[src/rtl/timer_counter.sv]
// Memory-mapped timer/counter (TC, device 0): CTRL/PRESET/COUNT registers, four-state
// count FSM and registered interrupt request. Optional prescaler under TC_PRESCALE_EN.
module timer_counter #(
   parameter logic [31:0] RESET_PRESET = 32'h0000_0000
) (
   input  logic        clk,
   input  logic        reset_n,
   input  logic        sel,
   input  logic        we,
   input  logic [1:0]  addr,
   input  logic [3:0]  be,
   input  logic [31:0] wd,
   output logic [31:0] rd,
   output logic        irq
);

   typedef enum logic [1:0] {IDLE = 2'd0, LOAD = 2'd1, CNT = 2'd2, INT = 2'd3} state_t;

   state_t      state_r, state_s;
   logic [3:0]  ctrl_r, ctrl_s;
   logic [31:0] preset_r, preset_s;
   logic [31:0] count_r, count_s;
   logic        irq_flag_r, irq_flag_s;
   logic        irq_r;
   logic        wr_s;
   logic        tick_s;

   function automatic logic [31:0] merge_bytes(input logic [31:0] old_v,
                                               input logic [31:0] new_v,
                                               input logic [3:0]  be_v);
      logic [31:0] res;
      for (int i = 0; i < 4; i++) begin
         res[8*i +: 8] = be_v[i] ? new_v[8*i +: 8] : old_v[8*i +: 8];
      end
      return res;
   endfunction

   assign wr_s = sel & we;

`ifdef TC_PRESCALE_EN
   logic [15:0] prescale_r, prescale_s;
   logic [15:0] div_r, div_s;

   // Divider advances only while actively counting; a match produces one count tick.
   always_comb begin
      tick_s     = (div_r == prescale_r);
      prescale_s = prescale_r;
      if (wr_s && addr == 2'd3) begin
         prescale_s[15:8] = be[1] ? wd[15:8] : prescale_r[15:8];
         prescale_s[7:0]  = be[0] ? wd[7:0]  : prescale_r[7:0];
      end else begin
         prescale_s = prescale_r;
      end
      if (state_r == CNT && ctrl_r[0]) begin
         div_s = tick_s ? 16'd0 : div_r + 16'd1;
      end else begin
         div_s = 16'd0;
      end
   end

   // Prescaler registers.
   always_ff @(posedge clk or negedge reset_n) begin
      if (!reset_n) begin
         prescale_r <= 16'd0;
         div_r      <= 16'd0;
      end else begin
         prescale_r <= prescale_s;
         div_r      <= div_s;
      end
   end
`else
   assign tick_s = 1'b1;
`endif

   // Next-state and register update logic; a bus CTRL write overrides FSM side effects.
   always_comb begin
      state_s    = state_r;
      ctrl_s     = ctrl_r;
      count_s    = count_r;
      irq_flag_s = irq_flag_r;
      preset_s   = (wr_s && addr == 2'd1) ? merge_bytes(preset_r, wd, be) : preset_r;
      case (state_r)
         IDLE: begin
            if (ctrl_r[0]) state_s = LOAD;
            else           state_s = IDLE;
         end
         LOAD: begin
            count_s = preset_r;
            state_s = CNT;
         end
         CNT: begin
            if (!ctrl_r[0]) begin
               state_s = IDLE;
            end else if (tick_s) begin
               if (count_r != 32'd0) begin
                  count_s = count_r - 32'd1;
               end else begin
                  state_s    = INT;
                  irq_flag_s = 1'b1;
               end
            end else begin
               state_s = CNT;
            end
         end
         INT: begin
            // Only MODE 01 auto-reloads; every other mode is one-shot.
            if (ctrl_r[2:1] == 2'b01) irq_flag_s = 1'b0;
            else                      ctrl_s[0]  = 1'b0;
            state_s = IDLE;
         end
         default: begin
            state_s = IDLE;
         end
      endcase
      if (wr_s && addr == 2'd0) begin
         ctrl_s     = be[0] ? wd[3:0] : ctrl_r;
         irq_flag_s = 1'b0;
      end else begin
         ctrl_s = ctrl_s;
      end
   end

   // State and datapath registers; irq is registered from the next flag and mask.
   always_ff @(posedge clk or negedge reset_n) begin
      if (!reset_n) begin
         state_r    <= IDLE;
         ctrl_r     <= 4'd0;
         preset_r   <= RESET_PRESET;
         count_r    <= 32'd0;
         irq_flag_r <= 1'b0;
         irq_r      <= 1'b0;
      end else begin
         state_r    <= state_s;
         ctrl_r     <= ctrl_s;
         preset_r   <= preset_s;
         count_r    <= count_s;
         irq_flag_r <= irq_flag_s;
         irq_r      <= irq_flag_s & ctrl_s[3];
      end
   end

   // Combinational read mux, zero when not selected.
   always_comb begin
      rd = 32'd0;
      if (sel) begin
         case (addr)
            2'd0:    rd = {28'd0, ctrl_r};
            2'd1:    rd = preset_r;
            2'd2:    rd = count_r;
`ifdef TC_PRESCALE_EN
            2'd3:    rd = {16'd0, prescale_r};
`endif
            default: rd = 32'd0;
         endcase
      end else begin
         rd = 32'd0;
      end
   end

   assign irq = irq_r;

endmodule

[config.mk]
export PLATFORM = sky130hd
export DESIGN_NAME = timer_counter
export DESIGN_NICKNAME = d
export VERILOG_FILES = /design/src/rtl/timer_counter.sv
export SDC_FILE = /design/constraint.sdc
export NUM_CORES = 1
export LEC_CHECK = 0
export BUFFER_PORTS_ARGS = -buffer_cell sky130_fd_sc_hd__buf_2
export CAP_MARGIN = 20
export CORE_ASPECT_RATIO = 1.1
export CORE_MARGIN = 3
export CORE_UTILIZATION = 45
export CTS_CLUSTER_DIAMETER = 80
export CTS_CLUSTER_SIZE = 28
export DETAILED_ROUTE_END_ITERATION = 16
export GPL_TIMING_DRIVEN = 0
export HOLD_SLACK_MARGIN = 0.05
export PLACE_DENSITY = 0.67
export SYNTH_ARGS = -nofsm -noshare
export SYNTH_HDL_FRONTEND = slang
export SYNTH_SLANG_ARGS = --single-unit
[constraint.sdc]
create_clock -name clk -period 4.1 [get_ports clk]
set_clock_uncertainty 0.15 [all_clocks]
set_input_delay 0.82 -clock clk [delete_from_list [all_inputs] [get_ports clk]]
set_output_delay 0.82 -clock clk [all_outputs]
set_load 0.05 [all_outputs]
## Yosys cells after proc, flatten, opt, wreduce, memory -nomap -nowiden

Index checks and enable logic that the tools add are counted.
Widths: inputs -> output; s select.

- Output and inout bits: 33
- Register bits: 72

- Bitwise gates (word level): 2
- Add/sub/neg operators: 1
- Eq/ne operators: 11
- Muxes and demuxes: 18
- Reduce and logical (&&, ||, !) cells: 14

Operator list:

| operator | count |
|---|---|
| $mux 32 | 3 |
| $pmux 32 s3 | 1 |
| $pmux 32 s2 | 1 |
| $reduce_bool 32->1 | 1 |
| $sub 32x1->32 const B | 1 |
| $reduce_and 2->1 | 5 |
| $mux 4 | 2 |
| $pmux 2 s4 | 1 |
| $mux 1 | 7 |
| $eq 2x1->1 const B | 3 |
| $eq 2x2->1 const B | 3 |
| $ne 2x2->1 const B | 3 |
| $reduce_and 3->1 | 2 |
| $logic_not 2->1 | 2 |
| $mux 2 | 2 |
| $reduce_bool 2->1 | 2 |
| $ne 3x3->1 const B | 1 |
| $and 1x1->1 | 2 |
| $logic_and 1x1->1 | 2 |
| $ne 2x1->1 const B | 1 |
| $pmux 1 s2 | 1 |

## Depth between registers and ports, before layout

Gate-level depths: netlist (run 1).

- Depth after elaboration: 6
- Gate-level depth with buffers: 10
- Gate-level depth less buffers: 8

## Worst setup path before layout (run 1)

No wires, ideal clock.

- Kind: input to output
- Start: input addr[0]
- End: output rd[22]
- Path buffers: 3
- Slack: 0.434 ns
- Arrival: 2.696 ns
- Stages on the path: 6
- Path through: clkbuf_1 > nor2b_1 > clkbuf_1 > buf_1 > a22oi_1 > nor2b_1

- Cells in the longest elaborated chain, start to end: 3
- Elaborated cells between the ends (all ways): 5

RTL lines:

| element | line | source |
|---|---|---|
| from (decl) | 10 | `input logic [1:0] addr,` |
| $eq 2x2->1 (tied with other cells) | 146 | `case (addr)` |
| $pmux 32 s3 * | 146 |  |
| $mux 32 * | 145 | `if (sel) begin` |
| to (decl) | 13 | `output logic [31:0] rd,` |

Mark *: on every way between the ends. The rest lies on a longest branch, timed or not.

## Worst setup path in the final report (run 1)

- Start: input addr[0]
- End: output rd[0]

The elaborated chain is that of the path after synthesis.

==> metrics.md, run 1 <==
| Metric | Value |
|---|---|
| Critical path's slowest cell | clkbuf_1 |
| P_sw | 1356 uW |
| Adder-Cell Fraction of Synth Area | 0.6083% |
| GP Congestion | 0.9013 |
| Initial antenna violation count | 0 |
| GRT met3 Usage | 4.331% |
| Max transition margin | 40.76% |
| Setup bufs post-CTS | 0 |
| Clk Latency, worst-skew pair | 0.35 ns |
| RSZ-0062 raised after global routing | false |
| Transition time at the pin with the least slew margin | 0.8805 ns |
| Total Routed Length | 11990 um |
| Top post-synthesis cells by area | dfrtp_1, mux2_2, a22oi_1, nor2b_1, o21ai_0 |
| First-pass GRT wire length | 19420 um |
| Post-synth EDFFs | 0 |
| Met1 usage | 29.93% |
| Ys async rst share | 100.0% |
| Layout fillers | 809 |
| Most area-hungry cell type in the Yosys netlist | dfrtp_1 |
| Final #Nets | 575 |
| Tcrit/Tclk final | 92.67% |
| Mapped Avg Cell Area | 9.224 um2 |
| Status | finished clean |
| Commonest non-fill, non-tap cell in the layout | buf_2 |
| Post-synthesis mux area share | 10.55% |
| Seq cells post-synth | 72 |
| Root buf cell | clkbuf_8 |
| Yosys warns | 0 |
| Share of the synthesized area in the top cell type | 43.80% |
| Sequential share of the synthesized area | 43.80% |
| Pwr dens | 649.3 nW/um2 |
| Mapped Area | 4114 um2 |
| Final Setup Violations | 0 |
| 1st-pass router iterations | 5 |
| Most used cell, CP | clkbuf_1 |
| Crit path time final | 3.800 ns |
| Combinational share of power | 38.8% |
| Drt wl/cell | 18.52 um |
| Max_cap viols | 0 |
| Synth Area in XOR/XNOR | 0% |
| Yosys cell types | 41 |
| DRC | 0 |
| Worst setup SP type | input pin |
| Die Span Y | 106.3 um |
| CP required | 3.13 ns |
| Post-DP HPWL | 8506 um |
| Fin. Hold Viols | 0 |
| Largest net degree at the start of global routing | 38 |
| Static Leakage | 0.002063 uW |
| Peak supply drop | 0.2683 mV |
| Synth Area in Simple Gates | 19.71% |
| PortBufs | 73 |
| GR peak layer | met2 |
| Compound-gate portion of the synthesized area | 21.41% |
| Largest family of logic cells by synthesized area | compound AO/OA/AOI/OAI gates |
| Syn_nets | 490 |
| Clk buf depth | 2 |
| Net Sw Frac | 42.79% |
| Clk slew on worst S/H paths | 0.08 ns |
| Share of post-route cells with drive strength above 1 | 25.56% |
| Core Area | 8627 um2 |
| Min-Delay Path Class | input pin to async pin |
| DR iter-0 viols | 364 |
| Vias in the first global route | 3832 |
| Final std cells w/o fill | 647 |
| Overall global routing resource usage | 23.22% |
| Syn Inst Count | 446 |
| Max Slew Vio Count | 0 |
| Overflow after GRT | 0 |
| Site row count | 35 |
| Area Growth Syn to Fin | 18.67% |
| Setup crit end kind | output port |
| I/O pin cnt | 75 |
| Final Core Density | 56.59% |
| Die Width | 97.17 um |
| Seq pwr share | 39.7% |
| Most frequent cells in the layout | buf_2, dfrtp_1, o21ai_0 |
| Critical path's largest stage delay | 0.44 ns |
| Via count | 3930 |
| Clk sinks | 72 |
| Via-per-instance ratio | 6.074 |
| Worst Path Max Fanout | 10 |
| Die Footprint | 10330 um2 |
| Top FF cell, synth | dfrtp_1 |
| Crit Path Class | input pin to output port |
| Met2 Use GR | 39.05% |
| Final antenna-violating net count | 0 |
| H-tree depth | 3 |
| Starting density of the core | 47.69% |
| Critical Path AT | 2.83 ns |
| Fin Setup TNS | 0 ns |
| Clock Power Share | 21.5% |
| Placed instance count | 631 |
| CTS Buf Count | 9 |
| TritonCTS clock tree | built |
| Antenna cells | 0 |
| Worst path cell trace | clkbuf_1 -> nor2b_1 -> clkbuf_1 -> clkbuf_2 -> nand2_1 -> o21ai_0 -> and2_1 -> buf_2 |
| Fmax | 0.2632 GHz |
| Int Pwr | 1814 uW |
worst max-delay path: cells and delay by family:
family                 cells  cell delay [ns]
and+or+nand+nor            3             0.55
buffers and inverters      4             1.37
AOI/OAI and AO/OA          1             0.07
cell usage after synthesis, types with 3 or more instances:
| cell | instances |
|---|---|
| clkbuf_1 | 23 |
| or4_1 | 5 |
| o22ai_1 | 5 |
| nand3_1 | 11 |
| a2bb2oi_1 | 4 |
| o21ai_0 | 40 |
| inv_1 | 10 |
| nor2b_1 | 36 |
| dfrtp_1 | 72 |
| nor2_1 | 22 |
| and2_1 | 4 |
| a22oi_1 | 33 |
| buf_2 | 6 |
| nand2_1 | 33 |
| mux2i_1 | 4 |
| a31oi_1 | 4 |
| nand2b_1 | 4 |
| nor3_1 | 11 |
| o311ai_0 | 3 |
| a21oi_1 | 39 |
| nand4_1 | 5 |
| nor4_1 | 9 |
| mux2_2 | 35 |
final timing paths:
check                                             from                        to  cells past startpoint  slack (ns)
worst max-delay path                           addr[0]                     rd[0]                      8        0.30
worst min-delay path                           reset_n  preset_r[24]$_DFFE_PN0P_                      1        0.27
worst max register to register  count_r[6]$_DFFE_PN0P_   count_r[27]$_DFFE_PN0P_                      8        0.78
worst min register to register   ctrl_r[1]$_DFFE_PN0P_     ctrl_r[1]$_DFFE_PN0P_                      1        0.38
max in group asynchronous                      reset_n   preset_r[5]$_DFFE_PN0P_                      2        2.97
min in group clk                 ctrl_r[1]$_DFFE_PN0P_     ctrl_r[1]$_DFFE_PN0P_                      1        0.38
power groups by stage:
stage | logic [uW] | clock network, uW | registers (uW)
5_1_grt | 1350 | 718 | 1300
3_3_place_gp | 1170 | 0 | 1250
6_report | 1230 | 681 | 1260
3_5_place_dp | 1200 | 0 | 1260
2_1_floorplan | 906 | 0 | 1170
4_1_cts | 1210 | 688 | 1250
stage by stage:
| step | setup slack [ns] | area [um2] | hold WS, ns | total power, uW |
|---|---|---|---|---|
| floorplan | 0.4338 | 4114 | 0.3430 | 2077 |
| finish | 0.3004 | 4882 | 0.2704 | 3170 |
| detailed placement | 0.1076 | 4641 | 0.3673 | 2462 |
| CTS | 0.1013 | 4881 | 0.2892 | 3146 |
| global placement | 0.1341 | 4618 | 0.3586 | 2423 |
| global route | 0.1424 | 4882 | 0.3061 | 3361 |
layout make-up:
| type | count | area (um2) | share of cell area (%) |
|---|---|---|---|
| Buffer | 31 | 125.1 | 2.563 |
| Timing Repair Buffer | 74 | 387.9 | 7.945 |
| Sequential cell | 72 | 1802 | 36.90 |
| Clock buffer | 12 | 165.2 | 3.383 |
| Clock inverter | 4 | 75.07 | 1.538 |
| Tap cell | 111 | 138.9 | 2.845 |
| Multi-Input combinational cell | 333 | 2151 | 44.05 |
| Inverter | 10 | 37.54 | 0.7688 |
registers in the layout, indices dropped and copies added, names as in the netlist:
register / count
count_r: 32
ctrl_r: 4
irq: 1
irq_flag_r: 1
preset_r: 32
state_r: 2
kinds of logic after synthesis:
logic type | after synthesis
AND/OR/NAND/NOR | 152
AO/OA/AOI/OAI | 140
flip-flops | 72
buffers and inverters | 41
multiplexers | 39
adder cells (fa/ha/maj) | 2
routing by layer:
metal  up-vias  wire [um]
met5         -          0
met4         0        301
met3        25        801
met2       175       5899
met1      1909       4983
li1       1821          -
timing repair:
action                                 4_1_cts  5_1_grt
resized for setup                            0        1
hold buffers                                 0        0
endpoints found under the hold margin        0        0
setup endpoints to repair                    0        8
Note: power is estimated with default switching activity, not from simulation.
==> run 2: changes to the inputs <==
CORE_UTILIZATION = 50   (was 45)
GPL_TIMING_DRIVEN = default   (was 0)
PLACE_DENSITY = 0.73   (was 0.67)
clock period = 4.3 ns   (was 4.1 ns; I/O delays follow)
==> run 2 against run 1 <==
  * Wire length shrank 13%
  * Via count down 4.4%
  * Sequential share of layout area grew 0.40 points
  * Cell count shrank 3.9%
  * Register-to-register slack better by 0.27 ns
  * Critical path depth decreased by 1
  * Design area decreased by 1.1%
  * Largest power group unchanged
  * Setup slack improved by 0.75 ns
  * Critical path type is now register to register
  * Global-route usage increased by 0.14 points
==> metrics.md, run 2 (synthesized netlist as in run 1, its figures left out) <==
| Metric | Value |
|---|---|
| Status | finished clean |
| Max transition margin | 36.59% (-4.2 points) |
| Core Area | 7955 um2 (-7.8%) |
| Die Width | 92.49 um (-4.8%) |
| Net Sw Frac | 40.70% (-2.1 points) |
| Site row count | 34 (-2.9%) |
| GP Congestion | 0.8621 (-4.3%) |
| Fmax | 0.3078 GHz |
| Starting density of the core | 51.71% (+4.0 points) |
| Post-route cell area | 4830 um2 (-1.1%) |
| 1st-pass router iterations | 5 (unchanged) |
| Clock Power Share | 23.0% (+1.5 points) |
| RSZ-0062 raised after global routing | false |
| Via count | 3758 (-4.4%) |
| Fin Setup TNS | 0 ns (unchanged) |
| Max Slew Vio Count | 0 (unchanged) |
| Pwr dens | 615.2 nW/um2 (-5.2%) |
| CP required | 4.35 ns (+1.22 ns) |
| Commonest non-fill, non-tap cell in the layout | buf_2 |
| TritonCTS clock tree | built |
| Static Leakage | 0.002062 uW (about the same) |
| CTS Buf Count | 9 (unchanged) |
| Most frequent cells in the layout | buf_2, dfrtp_1, o21ai_0 |
| Post-DP HPWL | 7328 um (-14%) |
| DRC | 0 (unchanged) |
| H-tree depth | 3 (unchanged) |
| First-pass GRT wire length | 17520 um (-9.8%) |
| PortBufs | 74 (+1.4%) |
| Largest regs | count_r x32, preset_r x32, ctrl_r x4 |
| Antenna cells | 0 (unchanged) |
| DR iter-0 viols | 228 (-37%) |
| Crit path time final | 3.249 ns |
| Int Pwr | 1762 uW (-2.8%) |
| Via-per-instance ratio | 6.042 (-0.53%) |
| Final Setup Violations | 0 (unchanged) |
| Min-Delay Path Class | register to register |
| Initial antenna violation count | 0 (unchanged) |
| Final WS setup | 1.051 ns (+0.7508 ns) |
| Critical Path AT | 3.30 ns (+0.47 ns) |
| Vias in the first global route | 3665 (-4.4%) |
| Share of post-route cells with drive strength above 1 | 27.63% (+2.1 points) |
| Combinational share of power | 35.8% (-3.0 points) |
| Worst setup SP type | register |
| Layout fillers | 733 (-9.4%) |
| Die Span Y | 101.1 um (-4.8%) |
| Root buf cell | clkbuf_8 |
| Max_cap viols | 0 (unchanged) |
| Clk Latency, worst-skew pair | 0.35 ns (about the same) |
| Peak supply drop | 0.2823 mV (+5.2%) |
| Fin. Hold Viols | 0 (unchanged) |
| Drt wl/cell | 16.84 um (-9.1%) |
| Post_cts resized | 0 (unchanged) |
| Largest net degree at the start of global routing | 42 (+11%) |
| CTS Hold Bufs | 0 (unchanged) |
| Pre-CTS WS | 1.077 ns (+0.9692 ns) |
| Overflow after GRT | 0 (unchanged) |
| Final Core Density | 60.71% (+4.1 points) |
| Tcrit/Tclk final | 75.55% |
| Placed Area | 4576 um2 (-1.4%) |
| Final #Nets | 553 (-3.8%) |
| Transition time at the pin with the least slew margin | 0.9511 ns (+0.07062 ns) |
| Crit Path Class | register to register |
| Setup crit end kind | register |
| Clk sinks | 72 (unchanged) |
| P_sw | 1209 uW (-11%) |
| Seq pwr share | 41.2% (+1.5 points) |
| I/O pin cnt | 75 (unchanged) |
| Clk buf depth | 2 (unchanged) |
| Total Routed Length | 10470 um (-13%) |
| Clk slew on worst S/H paths | 0.08 ns (about the same) |
| Pwr Total | 2971 uW (-6.3%) |
| Final antenna-violating net count | 0 (unchanged) |
| Setup bufs post-CTS | 0 (unchanged) |
| Overall global routing resource usage | 23.37% (+0.14 points) |
| Worst Path Max Fanout | 17 (+7) |
| Die Footprint | 9353 um2 (-9.4%) |
| Area Growth Syn to Fin | 17.40% |
-- run 2: cell type report --
| type | count | area [um2] | area share, % |
|---|---|---|---|
| clock inverter | 5 | 102.6 | 2.124 |
| inverter | 10 | 37.54 | 0.7772 |
| multi-input combinational | 333 | 2163 | 44.79 |
| sequential | 72 | 1802 | 37.31 |
| clock buffer | 11 | 151.4 | 3.135 |
| timing repair buffer | 83 | 437.9 | 9.067 |
| tap | 108 | 135.1 | 2.798 |
-- run 2: worst paths after layout --
kind                       cells past startpoint  slack [ns]                     from                        to
max                                            7        1.05  count_r[14]$_DFFE_PN0P_   count_r[31]$_DFFE_PN0P_
min                                            1        0.39  preset_r[3]$_DFFE_PN0P_   preset_r[3]$_DFFE_PN0P_
max reg2reg                                    7        1.05  count_r[14]$_DFFE_PN0P_   count_r[31]$_DFFE_PN0P_
min reg2reg                                    1        0.39  preset_r[3]$_DFFE_PN0P_   preset_r[3]$_DFFE_PN0P_
max in group asynchronous                      3        2.41                  reset_n   count_r[12]$_DFFE_PN0P_
min in group asynchronous                      1        0.50                  reset_n  preset_r[25]$_DFFE_PN0P_
-- run 2: power by group through the flow --
stage	Combinational [uW]	Sequential [uW]	Clock, uW
6_report	1060	1220	683
5_1_grt	1190	1260	717
4_1_cts	1060	1220	688
3_5_place_dp	1060	1230	0
3_3_place_gp	1030	1210	0
2_1_floorplan	864	1120	0
-- run 2: critical path, stage by stage, from the launching register on --
cell and delay (ns):
dfrtp_1 0.46, or4_4 0.52, or4_4 0.47, or4_1 0.54, a31oi_4 0.48, buf_4 0.27
a21oi_1 0.06, a2bb2oi_1 0.14
-- run 2: per-stage QoR --
stage | instances | hold slack (ns)
after detailed placement | 606 | 0.3711
after floorplan | 446 | 0.3430
after global routing | 622 | 0.4158
final | 622 | 0.3910
after CTS | 622 | 0.3868
after global placement | 606 | 0.3559
-- run 2: layer usage --
| metal | vias up | routed length, um | share of wire (%) | global-route usage (%) |
|---|---|---|---|---|
| met5 | - | 0 | 0 | 0 |
| met4 | 0 | 302 | 2.9 | 11.89 |
| met3 | 22 | 483 | 4.6 | 3.789 |
| met2 | 129 | 5276 | 50 | 39.68 |
| met1 | 1840 | 4411 | 42 | 28.96 |
| li1 | 1767 | - | - | - |
